===== src/rtl/spi_bus_arbiter.sv =====
// rtl/spi_bus_arbiter.sv - two-requester arbiter in front of the shared SPI driver, with busy watchdog
// Define SPI_ARB_ROUND_ROBIN_EN for alternating grants on contention instead of sweep priority.
module spi_bus_arbiter #(
    parameter int DATA_W     = 40,
    parameter int TIMEOUT    = 1023,
    parameter int STARVE_MAX = 4
) (
    input  logic              clk,
    input  logic              rst_n,
    input  logic              sweep_req,
    input  logic [DATA_W-1:0] sweep_data,
    output logic              sweep_ack,
    input  logic              cfg_req,
    input  logic [DATA_W-1:0] cfg_data,
    output logic              cfg_ack,
    output logic              spi_start,
    output logic [DATA_W-1:0] spi_data,
    output logic              spi_sel,
    input  logic              spi_busy,
    output logic              arb_busy,
    output logic              timeout_err
);
    localparam int WD_W = $clog2(TIMEOUT + 1);

    typedef enum logic [2:0] {IDLE, ISSUE, ACCEPT, XFER, DONE} state_t;

    state_t              state_q, state_d;
    logic [WD_W-1:0]     wdog_q, wdog_d;
    logic [DATA_W-1:0]   data_q, data_d;
    logic                sel_q, sel_d;
    logic                start_q, start_d;
    logic                sack_q, sack_d;
    logic                cack_q, cack_d;
    logic                err_q, err_d;
    logic                abusy_q, abusy_d;
    logic                pref_cfg, grant_s, grant_c;

`ifdef SPI_ARB_ROUND_ROBIN_EN
    logic                last_sweep_q, last_sweep_d;
    assign pref_cfg = last_sweep_q;
`else
    localparam int SC_W = $clog2(STARVE_MAX + 1);
    logic [SC_W-1:0]     starve_q, starve_d;
    assign pref_cfg = (starve_q == SC_W'(STARVE_MAX));
`endif

    assign grant_s = sweep_req && (!cfg_req || !pref_cfg);
    assign grant_c = cfg_req && !grant_s;

    always_comb begin
        state_d = state_q;
        wdog_d  = wdog_q;
        data_d  = data_q;
        sel_d   = sel_q;
        err_d   = err_q;
`ifdef SPI_ARB_ROUND_ROBIN_EN
        last_sweep_d = last_sweep_q;
`else
        starve_d = starve_q;
`endif
        case (state_q)
            IDLE: begin
                wdog_d = '0;
                if (grant_s || grant_c) begin
                    data_d  = grant_c ? cfg_data : sweep_data;
                    sel_d   = grant_c;
                    state_d = ISSUE;
`ifdef SPI_ARB_ROUND_ROBIN_EN
                    last_sweep_d = grant_s;
`endif
                end
`ifndef SPI_ARB_ROUND_ROBIN_EN
                if (!cfg_req || grant_c) begin
                    starve_d = '0;
                end else if (grant_s && !pref_cfg) begin
                    starve_d = starve_q + SC_W'(1);
                end
`endif
            end
            ISSUE: begin
                wdog_d  = '0;
                state_d = ACCEPT;
            end
            ACCEPT: begin
                if (wdog_q == WD_W'(TIMEOUT)) begin
                    err_d   = 1'b1;
                    state_d = DONE;
                end else if (spi_busy) begin
                    wdog_d  = '0;
                    state_d = XFER;
                end else begin
                    wdog_d = wdog_q + WD_W'(1);
                end
            end
            XFER: begin
                if (wdog_q == WD_W'(TIMEOUT)) begin
                    err_d   = 1'b1;
                    state_d = DONE;
                end else if (!spi_busy) begin
                    state_d = DONE;
                end else begin
                    wdog_d = wdog_q + WD_W'(1);
                end
            end
            DONE:    state_d = IDLE;
            default: state_d = IDLE;
        endcase
        // Strobes are registered: start trails ISSUE by one cycle, acks coincide with DONE.
        start_d = (state_q == ISSUE);
        sack_d  = (state_d == DONE) && !sel_q;
        cack_d  = (state_d == DONE) && sel_q;
        abusy_d = (state_d != IDLE);
    end

    always_ff @(posedge clk or negedge rst_n) begin
        if (!rst_n) begin
            state_q <= IDLE;
            wdog_q  <= '0;
            data_q  <= '0;
            sel_q   <= 1'b0;
            start_q <= 1'b0;
            sack_q  <= 1'b0;
            cack_q  <= 1'b0;
            err_q   <= 1'b0;
            abusy_q <= 1'b0;
`ifdef SPI_ARB_ROUND_ROBIN_EN
            last_sweep_q <= 1'b0;
`else
            starve_q <= '0;
`endif
        end else begin
            state_q <= state_d;
            wdog_q  <= wdog_d;
            data_q  <= data_d;
            sel_q   <= sel_d;
            start_q <= start_d;
            sack_q  <= sack_d;
            cack_q  <= cack_d;
            err_q   <= err_d;
            abusy_q <= abusy_d;
`ifdef SPI_ARB_ROUND_ROBIN_EN
            last_sweep_q <= last_sweep_d;
`else
            starve_q <= starve_d;
`endif
        end
    end

    assign sweep_ack   = sack_q;
    assign cfg_ack     = cack_q;
    assign spi_start   = start_q;
    assign spi_data    = data_q;
    assign spi_sel     = sel_q;
    assign arb_busy    = abusy_q;
    assign timeout_err = err_q;
endmodule


===== config.mk =====
export PLATFORM = sky130hd
export DESIGN_NAME = spi_bus_arbiter
export DESIGN_NICKNAME = d
export VERILOG_FILES = /design/src/rtl/spi_bus_arbiter.sv
export SDC_FILE = /design/constraint.sdc
export NUM_CORES = 1
export LEC_CHECK = 0
export BUFFER_PORTS_ARGS = -buffer_cell sky130_fd_sc_hd__buf_4
export CAP_MARGIN = 20
export CORE_AREA = 2 2 90 92
export CTS_BUF_LIST = sky130_fd_sc_hd__clkbuf_8 sky130_fd_sc_hd__clkbuf_16
export DETAILED_ROUTE_END_ITERATION = 8
export DIE_AREA = 0 0 92 94
export PLACE_DENSITY = 0.68
export SKIP_CTS_REPAIR_TIMING = 1
export SYNTH_ARGS = -nofsm -noshare
export SYNTH_HDL_FRONTEND = slang
export SYNTH_SLANG_ARGS = --single-unit

===== constraint.sdc =====
create_clock -name clk -period 2 [get_ports clk]
set_input_delay 0.4 -clock clk [delete_from_list [all_inputs] [get_ports clk]]
set_output_delay 0.4 -clock clk [all_outputs]
set_load 0.02 [all_outputs]

After elaboration in Yosys (flattened, before gate mapping). Cells that the tools add are included.

Input bits: 85. Memories kept: 0. Flip-flop bits (word level): 62. Output and inout port bits: 46. Word-level logic and storage cells: 57. Memory bits (writable): 0. Bits in latches: 0. Bits in read-only memories: 0.

$mul: 0. Shifts and indexed selects: 0. Eq/ne operators: 9. $add $sub $neg: 2. Order comparisons: 0. Mux-type cells: 14. Divide/modulo/power cells: 0. Bitwise operators: 0. Reduce and logical (&&, ||, !) cells: 22.

Operator list (number): $mux W10 (4); $mux W40 (1); $pmux W10 S3 (1); $mux W3 (7); $pmux W3 S4 (1); $add A10 B1 Y10 const B (1); $eq A10 B10 Y1 const B (1); $eq A3 B2 Y1 const B (2); $eq A3 B3 Y1 const B (2); $ne A2 B2 Y1 const B (3); $reduce_and A2 Y1 (3); $reduce_bool A3 Y1 (2); $logic_and A1 B1 Y1 (5); $logic_not A1 Y1 (4); $reduce_and A4 Y1 (1); $reduce_or A2 Y1 (2); $add A3 B1 Y3 const B (1); $eq A3 B1 Y1 const B (1); $logic_not A3 Y1 (1); $logic_or A1 B1 Y1 (3); $reduce_bool A2 Y1 (1).

Longest topological paths before layout. Gate-level depths: netlist of run 1.

Depth after elaboration: 11. Depth in mapped cells: 8. Mapped depth without buffers: 6.

Worst setup path before layout of run 1. OpenSTA, ideal clock, no wires.

Kind: flip-flop to flip-flop. Start point: register starve_q[0]. End point: register data_q[11] (netlist: spi_data[11]). Stages on the path, launching flop included: 9. Arrival time: 1.401 ns. Path buffers: 2. Required time: 1.866 ns. Setup slack: 0.465 ns. Cell sequence: dfrtp_1 -> inv_1 -> ha_1 -> nand2_1 -> a21bo_2 -> buf_2 -> buf_2 -> mux2i_1 -> o21ai_0.

Longest elaborated chain between the ends: 8.

Ends and longest elaborated chain: start: declaration (line 43) `logic [SC_W-1:0] starve_q, starve_d;`; start signal: assignment (line 144) `starve_q <= starve_d;`; $eq A3 B3 Y1 * (line 44) `assign pref_cfg = (starve_q == SC_W'(STARVE_MAX));`; $logic_not A1 Y1 * (line 47) `assign grant_s = sweep_req && (!cfg_req || !pref_cfg);`; $logic_or A1 B1 Y1 * (line 47); $logic_and A1 B1 Y1 * (line 47); $logic_not A1 Y1 (line 48) `assign grant_c = cfg_req && !grant_s;`; $logic_and A1 B1 Y1 (line 48); $logic_or A1 B1 Y1 (line 64) `if (grant_s || grant_c) begin`; $reduce_and A2 Y1 (no source line); end signal: assignment (line 134) `data_q <= data_d;`; end: declaration (line 29) `logic [DATA_W-1:0] data_q, data_d;`.

Every way passes the cells marked *; elsewhere a longest branch is shown, timed or not. A chain may end at the register's enable or synchronous reset.

Worst setup path after layout of run 1.
Start point: register wdog_q[0]. End point: register wdog_q[8].

Longest elaborated chain between the ends: 4.

Ends and longest elaborated chain: start: declaration (line 28) `logic [WD_W-1:0] wdog_q, wdog_d;`; start signal: assignment (line 133) `wdog_q <= wdog_d;`; $add A10 B1 Y10 (line 92, 102); $mux W10, on equally long branches (line 99, 88); $mux W10, on equally long branches (line 96, 85); $pmux W10 S3 (line 61) `case (state_q)`.

Several ways; a longest one is shown, not always the timed one. The select of a mux whose other input is x is not followed.

==> impl_metrics.yaml, run 1 <==
worst_setup_path:
  worstSetupPathType: "reg2reg"
  start_kind: "register"
  cp-startpoint: "wdog_q[0]$_DFFE_PN0P_"
  worstSetupEndpoint: "wdog_q[8]$_DFFE_PN0P_"
  reg2reg_slack_ns: 0.29
  critical_path_depth: 5
  worstReg2RegStart: "wdog_q[0]$_DFFE_PN0P_"
  worstPathCellList: "ha_1 -> nand3_2 -> or3_4 -> nand2_1 -> o22ai_1"
  r2r_end: "wdog_q[8]$_DFFE_PN0P_"
  crit_path_top_delay_cell: "or3_4"
  cp_num_buf_inv: 0
  reg2reg_depth: 5
  worstPathArrival_ns: 1.92
  worstPathMaxFanout: 6
  critPathMaxStageDelay_ns: 0.47
  endpoint_kind: "register"
  path_delay_family: "simple AND/OR/NAND/NOR gates"
  required_ns: 2.20
place:
  post-place-ws_ns: 0.3088
  dp_hpwl_um: 5594
  place_area_mm2: 0.004090
  gp_congestion: 0.8474
  port_buffers: 130
clock_network:
  htree_levels: 3
  cts_tree: "built"
  path_clk_slew_ns: 0.06
  cts.root.buffer_cell: "clkbuf_8"
  worstSkewPairLatency_ns: 0.33
  numClockSinks: 62
  numCtsBuffers: 9
  clk_path_buf_depth: 2
floorplanning:
  die_area_mm2: 0.008648
  num_rows: 32
  die_h_um: 94
  initial_core_util: 0.3954
  num_io_pins: 131
  dieWidth_um: 92
  core_area_mm2: 0.007607
final_layout:
  fillers: 697
  design_area_mm2: 0.004258
  diodes: 0
  drive_above_1_share: 0.3844
  syn2layout_area_growth_pct: 41.56
  layout.nets: 507
global_routing:
  grt_overflow: 0
  grt_pass1_vias: 2744
  grt_use_total: 0.1874
  grt_pass1_wl_um: 12710
  antenna_found_initial: 0
  grt_max_degree: 67
run:
  drv_cap: 0
power_and_ir_drop:
  ir_drop_uv: 642.4
  total_leakage_power_uw: 0.002264
  power_density_mw_per_mm2: 1286
synth:
  netlist_area_mm2: 0.003008
  ys_seq_area_frac: 0.5158
  ys_async_sr_fraction: 1.000
  syn_area_per_cell_um2: 10.41
  synthesis.nets: 377
  synth_cell_types: 45
  ys.flop_type: "dfrtp_1"
  syn_inst: 289
  netlist_top_cells_area: "dfrtp_1 (52%), mux2i_1 (14%), nand2_1 (6.0%)"
  synth_edf_count: 0
  synth.yosys.warnings: 0
  synth_top_area_share: 0.5158
  ys_ff_latch: 62
  synth_top_cell_by_area: "dfrtp_1"
sta:
  layout_setup_ws_ns: 0.2851
  max_freq_mhz: 583.1
  worst_clock_skew_ns: 0.01067
  max-slew-margin-rel: 0.4759
  finalMaxSlewViolations: 0
  tightest_slew_ns: 0.7861
  fin_crit_ns: 1.715
  setup_viol: 0
  period_share: 0.8575
  hold_violations: 0
  fin_setup_tns_ns: 0
  rsz0062_at_grt: "no"
route:
  drt-pass1-iter-count: 4
  num_vias: 2599
  wl_per_cell_um: 14.19
  routed_via_density: 4.941
  drt_iter0_markers: 88
  ant_nets: 0
  drt-total-wl_um: 7463
  drc: 0
outcome:
  status: "completed"
hold_path:
  min_path_type: "in2async"
-- cell families (layout without fill, tap and decap cells) --
| logic type | after synthesis | count (layout) | synth area share |
|---|---|---|---|
| buffers and inverters | 21 | 156 | 0.03369 |
| muxes | 41 | 41 | 0.1364 |
| DFF | 62 | 62 | 0.5158 |
| AOI/OAI and AO/OA | 72 | 72 | 0.1435 |
| and+or+nand+nor | 90 | 90 | 0.1581 |
| adders and majority gates | 3 | 3 | 0.01248 |
-- layout make-up --
| type | count | area (µm²) | share of cell area |
|---|---|---|---|
| flip-flops and latches | 62 | 1551 | 0.3644 |
| multi-input cells | 206 | 1366 | 0.3209 |
| repair buffers | 135 | 1026 | 0.2410 |
| clock buffers | 10 | 137.6 | 0.03232 |
| well taps | 102 | 127.6 | 0.02997 |
| clock inverters | 6 | 30.03 | 0.007053 |
| inverters | 5 | 18.77 | 0.004408 |
-- flip-flops by register name, summed over array words and instances (netlist names), 3 cells and up --
register  flops
spi_data     40
starve_q      3
wdog_q       10
state_q       3
-- cells in the mapped netlist, types with 5 or more instances --
master	number
mux2i_1	41
nand2_1	48
o31ai_1	7
o21ai_1	25
inv_1	5
dfrtp_1	62
o21ai_0	26
buf_2	12
nor2_1	5
nand3_1	7
-- routing by layer --
metal,up-vias,wire (µm),global-route usage
li1,1289,-,-
met1,1198,3190,0.2346
met2,104,3527,0.3002
met3,8,665,0.06982
met4,0,80,0.06343
met5,-,0,0
-- through the flow --
step / hold slack, ns / total power [µW] / util / std cells
detailed placement: 0.4752 / 4607 / 0.5377 / 510
CTS: 0.1808 / 5551 / 0.5597 / 526
finish: 0.1436 / 5476 / 0.5597 / 526
global route: 0.2094 / 5903 / 0.5597 / 526
global placement: 0.4645 / 4547 / 0.5377 / 510
floorplan: 0.1044 / 3502 / - / 289
-- layout by cell type (no fill, tap or decap), drive strengths merged, types with 2 or more instances in the layout --
cell,instances
buf,135
dfrtp,62
o21ai,51
nand2,48
mux2i,41
clkbuf,10
nand3,8
inv,7
o31ai,7
nor2,5
nor3,5
nand4,4
a211oi,3
ha,3
clkinv,3
nand2b,3
and3,3
nor2b,2
and2,2
o22ai,2
or4,2
or3,2
or2,2
-- worst reg2reg max path: cells and delay by family, from the launching register on --
family / cells / cell delay [ns]
simple gates: 3 / 0.84
flops: 1 / 0.40
fa+ha+maj: 1 / 0.24
compound gates: 1 / 0.11
-- how the worst min path moves through the flow --
stage          slack (ns)                        to  cells after the start
4_1_cts              0.18  spi_data[30]$_DFFE_PN0P_                      1
2_1_floorplan        0.10        arb_busy$_DFF_PN0_                      0
6_report             0.14  spi_data[33]$_DFFE_PN0P_                      1
5_1_grt              0.21   spi_data[2]$_DFFE_PN0P_                      1
3_3_place_gp         0.46  spi_data[20]$_DFFE_PN0P_                      2
3_5_place_dp         0.48   spi_data[7]$_DFFE_PN0P_                      2
-- where the power goes --
| group | leakage, µW | total [µW] | switching, µW | internal [µW] |
|---|---|---|---|---|
| registers | 0.000790 | 2050 | 305 | 1740 |
| clock network | 0.0000944 | 929 | 462 | 467 |
| logic | 0.00138 | 2500 | 1450 | 1050 |
| total | 0.00226 | 5480 | 2220 | 3260 |
Note: power is estimated with default switching activity, not from simulation.
==> run 2: changes to the inputs <==
- CORE_AREA: 2 2 90 92 -> 2 2 69 120
- DIE_AREA: 0 0 92 94 -> 0 0 71 122
==> run 2 against run 1 <==
- flip-flop and latch count unchanged
- utilization up 0.21 points
- clock-buffer cell count up 2
- critical path depth unchanged
- non-clock buffer count up 1
- sequential share of layout area down 1.0 points
- worst setup slack worse by 0.0092 ns
- hold slack worse by 0.00077 ns
- fmax down 0.53%
- first-iteration DRC count up 64%
- critical endpoint is now spi_data[4]$_DFFE_PN0P_
- largest cell class unchanged
==> impl_metrics.yaml, run 2 (synthesis results as in run 1) <==
clock_network:
  clk_path_buf_depth: 2
  cts.root.buffer_cell: "clkbuf_16"
  worstSkewPairLatency_ns: 0.32
  numClockSinks: 62
  cts_tree: "built"
  path_clk_slew_ns: 0.05
  htree_levels: 3
  numCtsBuffers: 9
final_layout:
  layout_common_cells: "buf_4 (134), dfrtp_1 (62), nand2_1 (48)"
  largest_reg_flops: 40
  diodes: 0
  layout.nets: 508
  drive_above_1_share: 0.3882
  final_common_cell: "buf_4"
  syn2layout_area_growth_pct: 45.72
sta:
  worst_clock_skew_ns: 0.005033
  setup_viol: 0
  finalMaxSlewViolations: 0
  whs_ns: 0.1428
  fin_setup_tns_ns: 0
  hold_violations: 0
  tightest_slew_ns: 0.7878
  max_freq_mhz: 580.0
  fin_crit_ns: 1.724
  rsz0062_at_grt: "no"
  max-slew-margin-rel: 0.4748
  period_share: 0.8620
worst_setup_path:
  worstPathArrival_ns: 1.92
  worstSetupPathType: "reg2reg"
  start_kind: "register"
  reg2reg_slack_ns: 0.28
  reg2reg_depth: 5
  required_ns: 2.20
  endpoint_kind: "register"
  worstPathMaxFanout: 27
floorplanning:
  die_area_mm2: 0.008662
  dieWidth_um: 71
  num_io_pins: 131
  num_rows: 43
  core_area_mm2: 0.007801
  die_h_um: 122
  initial_core_util: 0.3856
route:
  num_vias: 2619
  routed_via_density: 5.085
  drt-pass1-iter-count: 4
  wl_met2_um: 4204
  wl_per_cell_um: 14.73
  maxUsedRoutingLayer: "met4"
  ant_nets: 0
  wl_met1_um: 2773
  drt_iter0_markers: 144
  wl_met3_um: 413
  drt-total-wl_um: 7588
  drc: 0
place:
  port_buffers: 130
  dp_hpwl_um: 5828
  gp_congestion: 0.8355
global_routing:
  grt_pass1_vias: 2533
  grt_max_degree: 63
  grt_pass1_wl_um: 11990
  antenna_found_initial: 0
  grt_overflow: 0
  grt_use_total: 0.1803
power_and_ir_drop:
  total_leakage_power_uw: 0.002326
  power_density_mw_per_mm2: 1375
  ir_drop_uv: 757.6
outcome:
  status: "completed"
hold_path:
  min_path_type: "in2async"
run:
  drv_cap: 0
[run 2: cell types whose count changed in the layout (fill, tap and decap cells not counted)]
cell / change
clkinv_2: -1
clkbuf_16: +9
buf_12: +1
inv_1: -1
clkbuf_8: -7
[run 2: worst max-delay path: stages (launching register included)]
cell	delay (ns)
dfrtp_1	0.46
nor3_2	0.42
o21ai_4	0.26
buf_4	0.28
nand2_1	0.08
o21ai_0	0.08
[run 2: final cells by class]
type                            instances  area, µm²
Timing Repair Buffer                  136       1046
Multi-Input combinational cell        206       1366
Clock inverter                          4      21.27
Fill cell                             729       3418
Clock buffer                           12      266.5
Inverter                                5      18.77
Sequential cell                        62       1551
Tap cell                               90      112.6
[run 2: report_power, final]
| group | total [µW] | switching [µW] | internal [µW] | leakage, µW |
|---|---|---|---|---|
| Combinational | 2540 | 1470 | 1070 | 0.00139 |
| Clock | 1450 | 520 | 929 | 0.000146 |
| Sequential | 2040 | 294 | 1750 | 0.000790 |
[run 2: through the flow]
step	area, µm²	total power [µW]	utilization	instances	setup WS, ns
after floorplan	3008	3502	-	289	0.4652
after CTS	4383	6118	0.5618	515	0.2590
final	4383	6027	0.5618	515	0.2759
after detailed placement	4095	4638	0.5249	499	0.2628
after global routing	4383	6423	0.5618	515	0.07330
after global placement	4095	4585	0.5249	499	0.3105
[run 2: worst paths after layout]
check,end,from
max in group asynchronous,wdog_q[2]$_DFFE_PN0P_,rst_n
setup reg to reg,spi_data[4]$_DFFE_PN0P_,state_q[1]$_DFF_PN0_
setup / recovery,spi_data[4]$_DFFE_PN0P_,state_q[1]$_DFF_PN0_
hold reg to reg,spi_data[33]$_DFFE_PN0P_,spi_data[33]$_DFFE_PN0P_
min in group clk,spi_data[23]$_DFFE_PN0P_,cfg_data[23]
hold / removal,wdog_q[7]$_DFFE_PN0P_,rst_n
[run 2: metal layers]
metal	track usage	up-vias
li1	-	1289
met1	0.1951	1218
met2	0.3160	99
met3	0.04218	13
met4	0.1050	0
met5	0	-
